File: config.mk
export PLATFORM = sky130hd
export DESIGN_NAME = click_decoder
export DESIGN_NICKNAME = d
export VERILOG_FILES = /design/src/rtl/click_decoder.sv
export SDC_FILE = /design/constraint.sdc
export NUM_CORES = 1
export LEC_CHECK = 0
export CELL_PAD_IN_SITES_DETAIL_PLACEMENT = 2
export CELL_PAD_IN_SITES_GLOBAL_PLACEMENT = 2
export CORE_UTILIZATION = 39
export DETAILED_ROUTE_END_ITERATION = 7
export GPL_TIMING_DRIVEN = 0
export PLACE_DENSITY = 0.81
export SYNTH_ARGS = -nofsm -noshare
export SYNTH_HDL_FRONTEND = slang
export SYNTH_SLANG_ARGS = --single-unit
File: constraint.sdc
create_clock -name clk -period 6.3 [get_ports clk]
set_input_delay 1.575 -clock clk [delete_from_list [all_inputs] [get_ports clk]]
set_output_delay 1.575 -clock clk [all_outputs]
set_load 0.005 [all_outputs]
File: src/rtl/click_decoder.sv
// Click-sequence decoder: groups debounced presses into single/double/triple clicks.
// Define CLICK_TRIPLE_EN to enable triple-click detection (max count 3 instead of 2).
module click_decoder #(
    parameter logic [31:0] WINDOW_CYCLES = 32'd25000000
) (
    input  logic clk,
    input  logic reset,
    input  logic press,
    output logic single_click = 1'b0,
    output logic double_click = 1'b0,
    output logic triple_click = 1'b0,
    output logic busy = 1'b0
);

`ifdef CLICK_TRIPLE_EN
    localparam logic [1:0] MAX_COUNT = 2'd3;
`else
    localparam logic [1:0] MAX_COUNT = 2'd2;
`endif

    typedef enum logic {
        IDLE,
        COLLECT
    } state_t;

    state_t      state = IDLE;
    state_t      state_n;
    logic [31:0] timer = '0;
    logic [31:0] timer_n;
    logic [1:0]  count = '0;
    logic [1:0]  count_n;
    logic        emit;
    logic [1:0]  emit_count;
    logic        single_n;
    logic        double_n;
    logic        triple_n;

    always_comb begin
        state_n    = state;
        timer_n    = timer;
        count_n    = count;
        emit       = 1'b0;
        emit_count = 2'd0;
        unique case (state)
            IDLE: begin
                if (press) begin
                    count_n = 2'd1;
                    timer_n = WINDOW_CYCLES;
                    state_n = COLLECT;
                end
            end
            COLLECT: begin
                // A press always beats the timeout, even when timer == 1.
                if (press) begin
                    if (count == MAX_COUNT - 2'd1) begin
                        emit       = 1'b1;
                        emit_count = MAX_COUNT;
                        count_n    = 2'd0;
                        timer_n    = '0;
                        state_n    = IDLE;
                    end else begin
                        count_n = count + 2'd1;
                        timer_n = WINDOW_CYCLES;
                    end
                end else if (timer > 32'd1) begin
                    timer_n = timer - 32'd1;
                end else begin
                    emit       = 1'b1;
                    emit_count = count;
                    count_n    = 2'd0;
                    timer_n    = '0;
                    state_n    = IDLE;
                end
            end
            default: state_n = IDLE;
        endcase
        single_n = emit && (emit_count == 2'd1);
        double_n = emit && (emit_count == 2'd2);
`ifdef CLICK_TRIPLE_EN
        triple_n = emit && (emit_count == 2'd3);
`else
        triple_n = 1'b0;
`endif
    end

    always_ff @(posedge clk) begin
        if (reset) begin
            state        <= IDLE;
            timer        <= '0;
            count        <= '0;
            single_click <= 1'b0;
            double_click <= 1'b0;
            triple_click <= 1'b0;
            busy         <= 1'b0;
        end else begin
            state        <= state_n;
            timer        <= timer_n;
            count        <= count_n;
            single_click <= single_n;
            double_click <= double_n;
            triple_click <= triple_n;
            busy         <= (state_n == COLLECT);
        end
    end

endmodule
==> results of run 1 <==
## registers in the layout, summed over array words and instances, names as in the netlist
name / count
timer: 32
count: 2
state: 1
double_click: 1
single_click: 1
## cells by family after synthesis
group                    count (synthesis)
XOR/XNOR                                 1
adder cells (fa/ha/maj)                  2
multiplexers                             1
AO/OA/AOI/OAI                           73
buffers and inverters                   23
other                                    1
flip-flops                              37
AND/OR/NAND/NOR                        117
## cells in the final DEF (no fill, tap or decap), types with 5 or more instances in the layout
cell / count
dfxtp_1: 37
nor2_1: 23
a21oi_1: 23
nand2_1: 22
nor4_1: 12
o21ai_0: 11
nor3_1: 9
nand4_1: 8
clkbuf_1: 8
a31oi_1: 8
nand3_1: 8
inv_1: 7
or4_1: 7
or3_1: 6
a311oi_1: 6
and4_1: 5
a211oi_1: 5
clkbuf_8: 5
## final cells by class
cell class	instances	area share
tap	70	0.0379
inverter	8	0.0130
sequential	37	0.321
clock buffer	5	0.0298
timing repair buffer	4	0.0173
multi-input combinational	195	0.520
buffer	15	0.0330
clock inverter	3	0.0282
## final timing paths
path              slack, ns  cells after the start                     end                    from
hold reg to reg        0.49                      2  timer[31]$_SDFFE_PP0P_  timer[31]$_SDFFE_PP0P_
setup / recovery       2.99                      7  timer[18]$_SDFFE_PP0P_                   press
hold / removal         0.49                      2  timer[31]$_SDFFE_PP0P_  timer[31]$_SDFFE_PP0P_
setup reg to reg       3.84                      6  timer[16]$_SDFFE_PP0P_        state$_SDFF_PP0_
## through the flow
stage / util / instances / total power (uW) / cell area (um2) / hold slack, ns
floorplan: - / 255 / 365 / 2050 / 0.445
global placement: 0.429 / 329 / 404 / 2180 / 0.463
detailed placement: 0.429 / 329 / 410 / 2180 / 0.475
CTS: 0.455 / 337 / 661 / 2310 / 0.487
global route: 0.455 / 337 / 687 / 2310 / 0.518
finish: 0.455 / 337 / 659 / 2310 / 0.485
## worst max-delay path, stage by stage
cell and delay (ns):
clkdlybuf4s50_1 0.53, clkbuf_1 0.36, nand2_1 0.10, nand2_1 0.28
o21bai_1 0.18, buf_2 0.23, a311oi_1 0.26
## layer usage
metal	GRT usage	vias up
met4	0.0713	0
met1	0.352	1024
met2	0.450	22
met5	0	-
met3	0.0434	8
li1	-	998
## where the power goes
part	internal (uW)	switching, uW
Clock	157	94.9
Combinational	47.2	93.2
Sequential	247	19.2
==> key figures, run 1 <==
STA
  • Crit path time final: 3.31 ns
  • Final Max Slew Viols: 0
  • Max_slew headroom: 0.582
  • Final worst slack: 2.99 ns
  • RSZ-0062 raised after global routing: no
  • TNS Setup: 0 ns
  • Slew of the pin with the lowest slew margin: 0.627 ns
  • Final setup fails: 0
  • Tcrit/Tclk final: 0.526
  • Peak Freq: 302 MHz
  • Setup Skew: 0.00798 ns
  • Final hold viol count: 0

Drt
  • Overall routed net length: 6750 um
  • Drt pass-1 iters: 4
  • Routed wl met3: 143 um
  • DR WL met2: 3250 um
  • Routed vias/inst: 6.09
  • Routed len/inst: 20.0 um
  • DRC Markers: 0
  • Highest metal used: met4
  • Met1 wire length: 3260 um
  • Initial DRC count: 78
  • Vias: 2052
  • Final ANT Viol Nets: 0

Layout
  • Final-stage net count: ~270
  • N_diodes: 0
  • P&R area growth vs syn: 12.8%
  • Share of layout cells above drive strength 1: 0.0974
  • Register area: 741 um2
  • Fillers: 605
  • Footprint of the multi-input gates: 1200 um2

Synthesis
  • EDFF count, synth: 0
  • Yosys warns: 0
  • Share of the synthesized area in the top cell type: 0.362
  • Fraction of the yosys area taken by sequential cells: 0.362
  • #FFs+latches synth: 37
  • Synth top cells by count: 37 x dfxtp_1, 23 x a21oi_1, 23 x nor2_1
  • Post-Synthesis Cell Area: 2050 um2
  • Compound-Gate Fraction of Synth Area: 0.230
  • Multiplexer area fraction after synthesis: 0.00489
  • Most area-consuming cells after synthesis: dfxtp_1 36%, a21oi_1 5.6%, nor2_1 4.2%, nand2_1 4.0%, nor4_1 3.7%
  • Fraction of the mapped netlist area in simple logic gates: 0.333
  • Post-synthesis cell type count: between 40 and 50
  • Largest family of logic cells by synthesized area: simple AND/OR/NAND/NOR gates
  • Top FF cell, synth: dfxtp_1
  • Most common cell in the synthesized netlist: dfxtp_1
  • XOR/XNOR Fraction of Synth Area: 0.00428
  • Syn nets: 260
  • Asr flop ratio synth: 0
  • Synth Area in Adders: 0.0122
  • Mapped Cells: 255
  • Mean area per synthesized cell: 8.03 um2
  • Area leader, netlist: dfxtp_1

CTS
  • CTS buffer count: 5
  • Post-CTS Repair Setup Buffers: 0
  • Latest clock arrival within the worst-skew pair: about 0.30 ns
  • Clk sinks: 37
  • Hold_buf cts: 0
  • H-tree depth: 2
  • Root buf cell: clkbuf_8
  • Clk slew on worst S/H paths: 0.08 ns
  • CTS tree: yes
  • CTS max path bufs: 2
  • Post_cts resized: 0

Floorplanning
  • Core Area: 5070 um2
  • Starting Density: 0.404
  • IO Pins: 7
  • Die X: 74.5 um
  • Row count: 26
  • Die height: 74.5 um
  • Die area: approximately 5500 um2

Placement
  • Port bufs: 4
  • Detailed Place HPWL: 4860 um
  • Place WS: roughly 2.7 ns
  • GP Congestion: approximately 0.79

Min path
  • Hold crit path type: flip-flop to flip-flop

Critical path
  • Worst EP arrival: 3.51 ns
  • Worst Setup End Kind: flip-flop
  • Critical path peak fanout: 10
  • CP required: 6.50 ns
  • Type of origin of the critical path: primary input
  • Crit path kind: primary input to flip-flop

Global routing
  • Vias in the first global route: ~2100
  • Initial antenna violation count: 0
  • Total GRT Usage: 0.266
  • Gr ovfl total: 0
  • First-pass GRT wire length: between 10000 and 15000 um
  • Largest net degree at the start of global routing: 13

Pwr
  • Lkg Pwr: 0.000783 uW
  • Peak supply drop: between 0.0001 and 0.00015 V
  • Pwr dens: 285 nW/um2

Run
  • Max Cap Violations: 0

Run status
  • Status: complete, no violations
Note: power is estimated with default switching activity, not from simulation.
==> run 2: changes to the inputs <==
CORE_UTILIZATION = 33   (was 39)
PLACE_DENSITY = 0.73   (was 0.81)
clock period = 2.9 ns   (was 6.3 ns; I/O delays follow)
==> run 2 against run 1 <==
Combinational power up 120%. Final cell count up 1.5%. Power up 89%. First-iteration DRC count down 15%. Utilization down 7.5 points. Register-to-register slack worse by 3.4 ns. Count of clock-buffer cells in the layout up 3. Sequential cell count unchanged. Final area down 2.1%. Die area up 18%. Via count down 1.6%. Critical endpoint unchanged.
==> key figures, run 2 (synthesized netlist as in run 1, its figures left out) <==
Run status
  • Status: complete, no violations (unchanged)

Layout
  • Max reg flops: 32 (unchanged)
  • Most frequent cells in the layout: 37 x dfxtp_1, 23 x nor2_1, 23 x a21oi_1, 22 x nand2_1, 12 x nor4_1 (unchanged)
  • Final-stage net count: 271 (unchanged)
  • Final Non-Filler Cells: 342 (was 337)
  • Leading cell type in the layout, fill and taps excluded: dfxtp_1 (unchanged)
  • Share of layout cells above drive strength 1: 0.0861 (was 0.0974)
  • Biggest register: timer (unchanged)
  • Top Registers: timer (32), count (2) (unchanged)
  • Fillers: 693 (was 605)
  • P&R area growth vs syn: 10.4% (was 12.8%)
  • N_diodes: 0 (unchanged)

Drt
  • Overall routed net length: 6690 um (was 6750 um)
  • Routed len/inst: 19.6 um (was 20.0 um)
  • Final ANT Viol Nets: 0 (unchanged)
  • Drt pass-1 iters: 4 (unchanged)
  • Routed vias/inst: 5.91 (was 6.09)
  • Vias: 2020 (was 2052)
  • Initial DRC count: 66 (was 78)
  • DRC Markers: 0 (unchanged)

Critical path
  • Crit path kind: primary input to flip-flop (unchanged)
  • CP most frequent cell: nand2_1 (unchanged)
  • Worst EP arrival: 2.70 ns (was 3.51 ns)
  • FF-to-FF path depth: 6 (unchanged)
  • Worst Setup End Kind: flip-flop (unchanged)
  • FF-to-FF setup slack: 0.46 ns (was 3.84 ns)
  • Reg2reg start: state$_SDFF_PP0_ (unchanged)
  • RR Endpoint: timer[16]$_SDFFE_PP0P_ (unchanged)
  • Cell Chain, Critical Path: clkdlybuf4s50_1 > clkbuf_1 > nand2_1 > nand2_1 > o21bai_1 > buf_2 > a311oi_1 (unchanged)
  • Type of origin of the critical path: primary input (unchanged)
  • CP max stage cell: clkdlybuf4s50_1 (unchanged)
  • CP required: 3.09 ns (was 6.50 ns)
  • Critical path peak fanout: 10 (unchanged)
  • Slowest stage delay, CP: 0.53 ns (about the same)

Floorplanning
  • Die X: 80.8 um (was 74.5 um)
  • Starting Density: 0.344 (was 0.404)
  • Row count: 28 (was 26)
  • Die area: 6530 um2 (was 5550 um2)
  • IO Pins: 7 (unchanged)
  • Core Area: 5960 um2 (was 5070 um2)
  • Die height: 80.8 um (was 74.5 um)

CTS
  • CTS tree: yes (unchanged)
  • Post_cts resized: 0 (unchanged)
  • Post-CTS Repair Setup Buffers: 0 (unchanged)
  • Root buf cell: clkbuf_8 (unchanged)
  • Latest clock arrival within the worst-skew pair: 0.29 ns (was 0.30 ns)
  • Clk sinks: 37 (unchanged)
  • Hold_buf cts: 0 (unchanged)
  • CTS buffer count: 5 (unchanged)
  • Clk slew on worst S/H paths: 0.07 ns (was 0.08 ns)
  • H-tree depth: 2 (unchanged)
  • CTS max path bufs: 2 (unchanged)

Global routing
  • Total GRT Usage: 0.225 (was 0.266)
  • First-pass GRT wire length: 10900 um (was 11000 um)
  • Initial antenna violation count: 0 (unchanged)
  • Gr ovfl total: 0 (unchanged)
  • Largest net degree at the start of global routing: 11 (was 13)
  • Vias in the first global route: 2045 (was 2110)

STA
  • Peak Freq: 399 MHz
  • Crit path time final: 2.50 ns
  • Max_slew headroom: 0.603 (was 0.582)
  • TNS Setup: 0 ns (unchanged)
  • RSZ-0062 raised after global routing: no (unchanged)
  • Final setup fails: 0 (unchanged)
  • Setup Skew: 0.00717 ns (was 0.00798 ns)
  • Slew of the pin with the lowest slew margin: 0.593 ns (was 0.627 ns)
  • Final hold viol count: 0 (unchanged)
  • Final Max Slew Viols: 0 (unchanged)
  • Tcrit/Tclk final: 0.863

Min path
  • Hold path startpoint: timer[31]$_SDFFE_PP0P_ (unchanged)
  • Hold crit path type: flip-flop to flip-flop (unchanged)
  • End of the worst hold path: timer[31]$_SDFFE_PP0P_ (unchanged)
  • Hold depth: 2 (unchanged)

Placement
  • Placed cells: 334 (was 329)
  • Port bufs: 4 (unchanged)
  • GP Congestion: 0.776 (was 0.785)
  • Detailed Place HPWL: 4900 um (was 4860 um)

Pwr
  • Lkg Pwr: 0.000754 uW (was 0.000783 uW)
  • Peak supply drop: 0.000178 V (was 0.000108 V)
  • Pwr dens: 550 nW/um2 (was 285 nW/um2)

Run
  • Max Cap Violations: 0 (unchanged)
-- run 2: metrics by stage --
step	power, uW	instance area [um2]	setup slack (ns)	hold WS [ns]	utilization
2_1_floorplan	794	2050	0.866	0.445	-
3_3_place_gp	884	2180	0.137	0.461	0.366
3_5_place_dp	891	2180	0.141	0.473	0.366
4_1_cts	1260	2260	0.405	0.484	0.380
5_1_grt	1310	2260	0.224	0.519	0.380
6_report	1240	2260	0.396	0.480	0.380
-- run 2: routing by layer --
| layer | global-route usage | vias up | routed length, um |
|---|---|---|---|
| met5 | 0 | - | 0 |
| met4 | 0.0643 | 0 | 74 |
| met1 | 0.304 | 1009 | 3330 |
| li1 | - | 991 | - |
| met3 | 0.0337 | 5 | 103 |
| met2 | 0.369 | 15 | 3190 |
-- run 2: worst max-delay path: cells and delay by family --
family / cells / cell delay (ns)
AND/OR/NAND/NOR: 2 / 0.41
AO/OA/AOI/OAI: 2 / 0.40
buffers and inverters: 3 / 1.14
-- run 2: area by class of cell --
cell class	count	area, um2	area share
buffer	15	76.3	0.0337
multi-input combinational	195	1200	0.531
clock buffer	8	80.1	0.0354
inverter	8	30.0	0.0133
tap	75	93.8	0.0415
sequential	37	741	0.327
timing repair buffer	4	40.0	0.0177
-- run 2: report_power, final --
part	switching, uW	internal (uW)
Clock	192	171
Sequential	40.1	537
Combinational	201	103
-- run 2: worst max path at each step --
stage / start / to / slack, ns
global placement: press / timer[6]$_SDFFE_PP0P_ / 0.14
detailed placement: press / timer[18]$_SDFFE_PP0P_ / 0.14
global route: press / timer[14]$_SDFFE_PP0P_ / 0.22
CTS: press / timer[18]$_SDFFE_PP0P_ / 0.41
finish: press / timer[18]$_SDFFE_PP0P_ / 0.40
floorplan: timer[0]$_SDFFE_PP0P_ / timer[23]$_SDFFE_PP0P_ / 0.87
